## config.mk

```make
export PLATFORM = sky130hd
export DESIGN_NAME = tenkey_conditioner
export DESIGN_NICKNAME = d
export VERILOG_FILES = /design/src/rtl/tenkey_conditioner.sv
export SDC_FILE = /design/constraint.sdc
export NUM_CORES = 1
export LEC_CHECK = 0
export CAP_MARGIN = 25
export CORE_MARGIN = 2
export CORE_UTILIZATION = 23
export CTS_CLUSTER_DIAMETER = 80
export CTS_CLUSTER_SIZE = 25
export DETAILED_ROUTE_END_ITERATION = 6
export GPL_ROUTABILITY_DRIVEN = 0
export HOLD_SLACK_MARGIN = 0.03
export PLACE_DENSITY = 0.44
export SLEW_MARGIN = 0
export SYNTH_ARGS = -nofsm -noshare
export SYNTH_HDL_FRONTEND = slang
export SYNTH_SLANG_ARGS = --single-unit
```

## constraint.sdc

```tcl
create_clock -name clk -period 4.05 [get_ports clk]
set_input_delay 0.81 -clock clk [delete_from_list [all_inputs] [get_ports clk]]
set_output_delay 0.81 -clock clk [all_outputs]
set_load 0.01 [all_outputs]
```

## src/rtl/tenkey_conditioner.sv

```systemverilog
// tenkey_conditioner: synchronises, debounces and multi-key-filters ten keypad lines
// into a single-cycle one-hot key code for the lock controller.
module tenkey_conditioner #(
    parameter int DEBOUNCE = 16,
    parameter int CNT_W    = 5
) (
    input  logic       clk,
    input  logic       rst_n,
    input  logic [9:0] sw_raw,
    output logic [9:0] tenkey,
    output logic       key_valid,
    output logic       multi_err,
    output logic       busy
);
    typedef enum logic [1:0] {IDLE, DEB, WAIT_REL} state_t;

    localparam logic [CNT_W-1:0] LAST = CNT_W'(DEBOUNCE - 1);
    localparam logic [CNT_W-1:0] ONE  = CNT_W'(1);

    state_t           state_q, state_d;
    logic [CNT_W-1:0] cnt_q, cnt_d;
    logic [9:0]       s1_q, sw_s_q, cand_q, cand_d, tenkey_q, tenkey_d;
    logic             key_valid_q, key_valid_d, multi_err_q, multi_err_d, busy_q, busy_d;
    logic             any, onehot, multi;

    assign any    = |sw_s_q;
    assign onehot = any && ((sw_s_q & (sw_s_q - 10'd1)) == 10'd0);
    assign multi  = any && !onehot;

    always_comb begin
        state_d     = state_q;
        cnt_d       = cnt_q;
        cand_d      = cand_q;
        tenkey_d    = '0;
        key_valid_d = 1'b0;
        multi_err_d = 1'b0;
        case (state_q)
            IDLE: begin
                if (onehot) begin
                    cand_d  = sw_s_q;
                    cnt_d   = ONE;
                    state_d = DEB;
                end else if (multi) begin
                    multi_err_d = 1'b1;
                    cnt_d       = '0;
                    state_d     = WAIT_REL;
                end
            end
            DEB: begin
                if (multi) begin
                    multi_err_d = 1'b1;
                    cnt_d       = '0;
                    state_d     = WAIT_REL;
                end else if (!any) begin
                    cnt_d   = '0;
                    state_d = IDLE;
                end else if (sw_s_q == cand_q) begin
                    if (cnt_q == LAST) begin
                        tenkey_d    = cand_q;
                        key_valid_d = 1'b1;
                        cnt_d       = '0;
                        state_d     = WAIT_REL;
                    end else begin
                        cnt_d = cnt_q + ONE;
                    end
                end else begin
                    cand_d = sw_s_q;
                    cnt_d  = ONE;
                end
            end
            WAIT_REL: begin
                // any activity, including extra keys, restarts the release count silently
                if (any) begin
                    cnt_d = '0;
                end else if (cnt_q == LAST) begin
                    cnt_d   = '0;
                    state_d = IDLE;
                end else begin
                    cnt_d = cnt_q + ONE;
                end
            end
            default: begin
                cnt_d   = '0;
                state_d = IDLE;
            end
        endcase
        busy_d = (state_d != IDLE);
    end

    always_ff @(posedge clk or negedge rst_n) begin
        if (!rst_n) begin
            s1_q        <= '0;
            sw_s_q      <= '0;
            state_q     <= IDLE;
            cnt_q       <= '0;
            cand_q      <= '0;
            tenkey_q    <= '0;
            key_valid_q <= 1'b0;
            multi_err_q <= 1'b0;
            busy_q      <= 1'b0;
        end else begin
            s1_q        <= sw_raw;
            sw_s_q      <= s1_q;
            state_q     <= state_d;
            cnt_q       <= cnt_d;
            cand_q      <= cand_d;
            tenkey_q    <= tenkey_d;
            key_valid_q <= key_valid_d;
            multi_err_q <= multi_err_d;
            busy_q      <= busy_d;
        end
    end

    assign tenkey    = tenkey_q;
    assign key_valid = key_valid_q;
    assign multi_err = multi_err_q;
    assign busy      = busy_q;
endmodule

```

Word-level counts from Yosys, hierarchy flattened. Cells that the tools add are included.

Equality and inequality tests: 9. Muxes and demuxes: 35. Reduce and logical (&&, ||, !) cells: 9. Multipliers: 0. Bitwise operators: 1. Divide/modulo/power cells: 0. Shift-type cells: 0. Add/sub/neg operators: 2. Order comparisons: 0.

Operator list (number): 2-to-1 mux 10 bit (9); 2-to-1 mux 5 bit (7); one-hot mux 10 bit (2 select lines) (1); 2-to-1 mux 2 bit (8); one-hot mux 5 bit (3 select lines) (1); AND 10 bit (1); equality test 10 bit (1); logical NOT 10 bit (1); OR reduction 10 bit (1); subtractor 10 x 1 -> 10 bit (second input constant) (1); != test 2 bit (second input constant) (4); 2-to-1 mux 1 bit (7); one-hot mux 2 bit (3 select lines) (1); adder 5 x 1 -> 5 bit (second input constant) (1); equality test 5 x 4 -> 1 bit (second input constant) (1); AND reduction 5 bit (1); nonzero test 2 bit (2); != test 3 bit (second input constant) (1); equality test 2 x 1 -> 1 bit (second input constant) (1); equality test 2 bit (second input constant) (1); logical AND 1 bit (2); logical NOT 2 bit (1); one-hot mux 1 bit (2 select lines) (1); logical NOT 1 bit (1).

Bits in writable memories: 0. Output and inout port bits: 13. Memories: 0. ROM bits: 0. Word-level logic and storage cells: 65. Flip-flop bits (word level): 50. Bits of input ports: 12. Latch bits: 0.

Logic depth before layout (Yosys ltp). Gate-level depths: netlist of run 1.

Depth after elaboration: 10. Gate-level depth with buffers: 8. Mapped depth without buffers: 6.

Worst setup path after synthesis of run 1. Ideal clock, no wire load.

Path type: register -> register. Start point: reg sw_s_q[0]. End point: reg cand_q[0]. Period minus slack after synthesis: 2.145 ns. Data required time: 3.925 ns. Library setup time: 0.125 ns. Arrival time: 2.021 ns. Path buffers: 1. Stages on the path, launching flop included: 7. Setup slack: 1.905 ns. Path through: dfrtp_1 > buf_4 > or2_2 > a2111oi_2 > o211ai_2 > nor3_4 > mux2_2.

Longest elaborated chain between the ends: 8. Elaborated cells on any way between the ends: 18. Classes of those cells: add/sub: 1; eq/ne: 5; mux: 5; bitwise: 1; reduce/logical: 6.

RTL lines: from (decl) (line 22) `logic [9:0] s1_q, sw_s_q, cand_q, cand_d, tenkey_q, tenkey_d;`; from (signal assigned) (line 103) `sw_s_q <= s1_q;`; subtractor 10 x 1 -> 10 bit (line 27) `assign onehot = any && ((sw_s_q & (sw_s_q - 10'd1)) == 10'd0);`; AND 10 bit (line 27); logical NOT 10 bit (line 27); logical AND 1 bit (line 27); logical NOT 1 bit (line 28) `assign multi = any && !onehot;`; logical AND 1 bit (line 28); != test 2 bit (no source line); AND reduction 5 bit (no source line); to (signal assigned) (line 106) `cand_q <= cand_d;`; to (decl) (line 22).

Parallel ways exist; a longest one is shown, timed or not. The select of a mux whose other input is x is not followed. A chain may end at the register's enable or synchronous reset.

Worst setup path after layout of run 1.
Start point: reg sw_s_q[0]. End point: reg cand_q[3].

Longest elaborated chain between the ends: 8. Elaborated cells on any way between the ends: 13. Classes of those cells: add/sub: 1; eq/ne: 5; bitwise: 1; reduce/logical: 6.

RTL lines (line): subtractor 10 x 1 -> 10 bit (27); AND 10 bit (27); logical NOT 10 bit (27); logical AND 1 bit (27); logical NOT 1 bit (28); logical AND 1 bit (28); != test 2 bit (no source line); AND reduction 5 bit (no source line) (*).

Every way passes the cells marked *; elsewhere a longest branch is shown, timed or not.

==> results.yml, run 1 <==
sta:
  layout_min_cycle_time_ns: 2.427
  setup_ws_ns: 1.623
  maxSlewHeadroom: 0.5049
  hold_viol: 0
  clock_skew_ns: 0.007141
  slew_viol_final: 0
  fin_crit_sh: 0.5992
  rsz0062_at_grt: "false"
  fmax_ghz: 0.4121
  setup_viol: 0
  worst_slew_pin_slew_ns: 0.7369
  fin_setup_tns_ns: 0
clocking:
  cts_buffer_depth: 2
  clk_latency_ns: 0.30
  cts.sinks: 50
  root_buffer: "clkbuf_8"
  cts_resized: 0
  cts.clk_slew.worst_paths_ns: 0.09
  holdBufCountCts: 0
  cts_tree: "yes"
  h-tree-depth: 2
  cts_setup_buffers: 0
  cts_buffers: 5
critical_path:
  required_ns: 4.24
  path_max_fanout: 8
  end_kind: "flip-flop"
  start_kind: "flip-flop"
  regToRegStartpoint: "sw_s_q[0]"
  ff2ff_setup_slack_ns: 1.62
  rr_worst_depth: 5
  worst_ep_arrival_time_ns: 2.62
  crit_start: "sw_s_q[0]"
  crit_end: "cand_q[3]"
  critical_path_class: "flip-flop to flip-flop"
  r2r_end: "cand_q[3]"
global_route:
  grt_use_total: 0.09248
  grt-ovfl-total: 0
  grt_pass1_wl_um: 7196
  first_global_vias: 1403
  antenna_found_initial: 0
  grt_max_degree: 31
floorplanning:
  ioPinCount: 25
  die_w_um: 101.4
  dieArea_um2: 10280
  rows: 35
  core_um2: 9240
  chipHeight_um: 101.4
  start_util: 0.2360
worst_hold_path:
  hp-class: "flip-flop to flip-flop"
placement:
  dp.cells: 322
  dp.final_hpwl_um: 3023
  pre_cts_slack_ns: 1.662
  port_buffers: 24
detailed_routing:
  drt_iter0_markers: 106
  drcViolationCount: 0
  wl_per_cell_um: 12.95
  first_pass_iters: 4
  ant_nets: 0
  routed_wl_um: 4274
  viasPerCell: 4.224
  vias: 1394
power_and_ir_drop:
  power_mw: 0.8582
  cellLeakagePower_nw: 1.094
  p_per_area_nw_per_um2: 331.0
  irDropWorstVdd_v: 0.0001172
yosys:
  ys_types: 49
  synth_largest_area_cell: "dfrtp_1"
  synthFlopType: "dfrtp_1"
  synth_area_um2: 2181
  syn-num-nets: 192
  yosysMostFrequentCell: "dfrtp_1"
  ys_seq_area_frac: 0.5737
  syn_area_per_cell_um2: 12.18
  synth_seq_cells: 50
  async_flop_share: 1.000
  netlist_instances: 179
  synth_edf_count: 0
  yosys-top-cells-area: "dfrtp_1 57%, mux2_2 4.6%, xor2_1 3.6%"
  yosysTopAreaCellShare: 0.5737
  synth_commonest_cells: "50 x dfrtp_1, 10 x a21oi_1, 10 x and2_1"
  ys_warn_count: 0
layout:
  num-nets-final: 213
  areaGrowthSynthToFinish_pct: 18.88
  final_layout_size_suffix_gt1_frac: 0.1393
  instances_no_fill: 330
  fin_util: 0.2806
  diodes: 0
outcome:
  status: "finished, final reports clean"
flow_run:
  maxCapViolations: 0
## logic make-up (layout without fill, tap and decap cells)
kind of cell,after synthesis,in the layout,synth area share
flip-flops,50,50,0.5737
buffers and inverters,13,35,0.03959
XOR/XNOR,12,12,0.04820
multiplexers,10,10,0.05106
AO/OA/AOI/OAI,36,36,0.1199
AND/OR/NAND/NOR,56,56,0.1572
adder cells (fa/ha/maj),2,2,0.01033
## sequential cells by signal, summed over array words and instances (netlist names)
| signal | count |
|---|---|
| multi_err | 1 |
| s1_q | 10 |
| sw_s_q | 10 |
| cand_q | 10 |
| tenkey | 10 |
| state_q | 2 |
| busy | 1 |
| key_valid | 1 |
| cnt_q | 5 |
## worst max-delay path, cell delays in order, from the launching register on
cell and delay, ns:
dfrtp_1 0.48, or2_2 0.39, a2111oi_2 0.40, o211ai_2 0.20, nor3_4 0.45, mux2_2 0.39
## cells in the final DEF (no fill, tap or decap), types with 4 or more instances in the layout
cell             synthesis  layout
and2_1                  10      10
nor2_1                   9       9
o21ai_0                  6       6
a21oi_1                 10      10
nand3_1                  4       4
xor2_1                   9       9
clkbuf_8                 0       5
nor4_1                   4       4
dfrtp_1                 50      50
nand2_1                  7       7
mux2_2                   9       9
clkdlybuf4s50_1          0      23
nand4_1                  4       4
## cell type report
| cell class | instances | area (um^2) |
|---|---|---|
| Fill cell | 955 | 6648 |
| Sequential cell | 50 | 1251 |
| Multi-Input combinational cell | 116 | 843.3 |
| Timing Repair Buffer | 25 | 242.7 |
| Tap cell | 129 | 161.4 |
| Clock buffer | 6 | 72.57 |
| Clock inverter | 2 | 13.76 |
| Inverter | 2 | 7.507 |
## power breakdown
part,internal [mW],switching [mW],leakage (nW)
sequential,0.510,0.0147,0.636
clock,0.122,0.167,0.0452
combinational,0.0205,0.0234,0.412
## worst min path at each step
| stage | from | end | slack, ns | cells past startpoint |
|---|---|---|---|---|
| 6_report | s1_q[6] | sw_s_q[6] | 0.35 | 0 |
| 5_1_grt | s1_q[4] | sw_s_q[4] | 0.37 | 0 |
| 4_1_cts | s1_q[0] | sw_s_q[0] | 0.36 | 0 |
| 3_3_place_gp | s1_q[4] | sw_s_q[4] | 0.33 | 0 |
| 3_5_place_dp | s1_q[6] | sw_s_q[6] | 0.33 | 0 |
| 2_1_floorplan | s1_q[0] | sw_s_q[0] | 0.33 | 0 |
## metrics by stage
stage | cell area (um^2) | hold slack (ns)
6_report | 2592 | 0.3536
4_1_cts | 2592 | 0.3568
5_1_grt | 2592 | 0.3658
2_1_floorplan | 2181 | 0.3312
3_5_place_dp | 2506 | 0.3347
3_3_place_gp | 2506 | 0.3324
## metal layers
layer  up-vias  global-route usage  share of wire
met5         -                   0              0
met4         0             0.04054          0.021
met3         8             0.02899          0.056
met2        37              0.1360           0.46
met1       668              0.1252           0.47
li1        681                   -              -
Note: power is estimated with default switching activity, not from simulation.
==> run 2, diff against run 1 <==
--- a/config.mk
+++ b/config.mk
@@ -13,7 +13,7 @@
 export DETAILED_ROUTE_END_ITERATION = 6
 export GPL_ROUTABILITY_DRIVEN = 0
 export HOLD_SLACK_MARGIN = 0.03
-export PLACE_DENSITY = 0.44
+export PLACE_DENSITY = 0.46
 export SLEW_MARGIN = 0
 export SYNTH_ARGS = -nofsm -noshare
 export SYNTH_HDL_FRONTEND = slang
==> constraint.sdc (replaced) <==
create_clock -name clk -period 2.18 [get_ports clk]
set_input_delay 0.436 -clock clk [delete_from_list [all_inputs] [get_ports clk]]
set_output_delay 0.436 -clock clk [all_outputs]
set_load 0.01 [all_outputs]
==> run 2 against run 1 <==
  * Non-clock buffer count grew 23
  * Final area increased by 9.0%
  * Worst setup slack worse by 1.5 ns
  * Via count up 4.6%
  * Sequential power grew 83%
  * Clock power is 99% higher
  * Register-to-register slack got worse by 1.5 ns
  * Flip-flop and latch count stayed put
  * Critical path type unchanged
  * Highest routed layer unchanged
==> results.yml, run 2 (synthesis results as in run 1) <==
critical_path:
  start_kind: "flip-flop"
  cp_cell_sequence: "or3_4 > a2111oi_4 > o211ai_2 > nor3_4 > buf_12 > mux2_2"
  ff2ff_setup_slack_ns: 0.1
  worst_ep_arrival_time_ns: 2.28
  critPathMaxStageDelay_ns: 0.44
  required_ns: 2.38
  rr_worst_depth: 6
  path_max_fanout: 7
  end_kind: "flip-flop"
  critical_path_class: "flip-flop to flip-flop"
  r2r_end: "cand_q[4]"
  cpLargestDelayFamily: "simple AND/OR/NAND/NOR gates"
  critPathSlowestCell: "or3_4"
  worstPathBufferInverterCount: 1
  regToRegStartpoint: "sw_s_q[2]"
sta:
  rsz0062_at_grt: "false"
  hold_viol: 0
  clock_skew_ns: 0.006239
  whs_ns: 0.1172
  layout_min_cycle_time_ns: 2.081
  fin_crit_sh: 0.9545
  fin_setup_tns_ns: 0
  maxSlewHeadroom: 0.7378
  setup_viol: 0
  worst_slew_pin_slew_ns: 0.3910
  slew_viol_final: 0
  fmax_ghz: 0.4806
  setup_ws_ns: 0.09918
layout:
  multi_input_area_um2: 879.6
  final_layout_size_suffix_gt1_frac: 0.2455
  areaGrowthSynthToFinish_pct: 29.60
  final_cell_mix: "50 x dfrtp_1, 23 x clkdlybuf4s50_1, 23 x buf_4, 10 x and2_1"
  final_cell_area_um2: 2826
  num-nets-final: 236
  register_area_um2: 1251
  layout_commonest_cell: "dfrtp_1"
  instances_no_fill: 353
  diodes: 0
  fillers: 966
  fin_util: 0.3059
clocking:
  cts.sinks: 50
  cts_tree: "yes"
  cts_buffer_depth: 2
  cts.clk_slew.worst_paths_ns: 0.09
  clk_latency_ns: 0.31
  h-tree-depth: 2
  root_buffer: "clkbuf_8"
  cts_buffers: 5
detailed_routing:
  drt_iter0_markers: 47
  drcViolationCount: 0
  first_pass_iters: 4
  wl_per_cell_um: 12.33
  vias: 1458
  routed_wl_um: 4353
  viasPerCell: 4.130
  ant_nets: 0
power_and_ir_drop:
  cellLeakagePower_nw: 1.228
  irDropWorstVdd_v: 0.0003023
  power_mw: 1.664
  p_per_area_nw_per_um2: 588.6
global_route:
  first_global_vias: 1408
  grt_pass1_wl_um: 7093
  grt-ovfl-total: 0
  antenna_found_initial: 0
  grt_use_total: 0.09163
  grt_max_degree: 26
floorplanning:
  ioPinCount: 25
  chipHeight_um: 101.4
  rows: 35
  core_um2: 9240
  start_util: 0.2360
  dieArea_um2: 10280
  die_w_um: 101.4
placement:
  pre_cts_slack_ns: 0.05826
  post_dp_cell_area_um2: 2691
  port_buffers: 24
  dp.cells: 345
  dp.final_hpwl_um: 3269
outcome:
  status: "finished, final reports clean"
worst_hold_path:
  hp-class: "input port to asynchronous set/reset pin"
flow_run:
  maxCapViolations: 0
-- run 2: final cells by class --
class                           instances  area share
Multi-Input combinational cell        116      0.3112
Clock inverter                          2    0.005755
Inverter                                2    0.002656
Tap cell                              129     0.05711
Sequential cell                        50      0.4427
Timing Repair Buffer                   48      0.1514
Clock buffer                            6     0.02922
-- run 2: worst max path at each step --
stage	depth (start not counted)	start	slack, ns	to
2_1_floorplan	6	sw_s_q[0]	0.03	cand_q[0]
3_3_place_gp	6	sw_s_q[7]	0.06	cand_q[8]
3_5_place_dp	6	sw_s_q[0]	0.06	cand_q[0]
4_1_cts	6	sw_s_q[0]	0.006	cand_q[0]
5_1_grt	6	sw_s_q[2]	0.002	cand_q[6]
6_report	6	sw_s_q[2]	0.1	cand_q[4]
-- run 2: timing repair --
| action | CTS | global route |
|---|---|---|
| gates cloned | 0 | 0 |
| hold buffers | 0 | 0 |
| buffers inserted | 0 | 0 |
| pin swaps | 0 | 0 |
| setup endpoints to repair | 7 | 20 |
| gates resized for setup | 1 | 6 |
-- run 2: power breakdown --
group	total (mW)	internal, mW	switching (mW)
Clock	0.578	0.262	0.316
Combinational	0.124	0.0585	0.0654
Sequential	0.962	0.947	0.0144
Total	1.66	1.27	0.396
-- run 2: layer usage --
layer / global-route usage / vias to the layer above / wire length (um)
met1: 0.1178 / 692 / 2022
met3: 0.02415 / 8 / 194
met2: 0.1467 / 30 / 2063
li1: - / 728 / -
met4: 0.03742 / 0 / 73
met5: 0 / - / 0
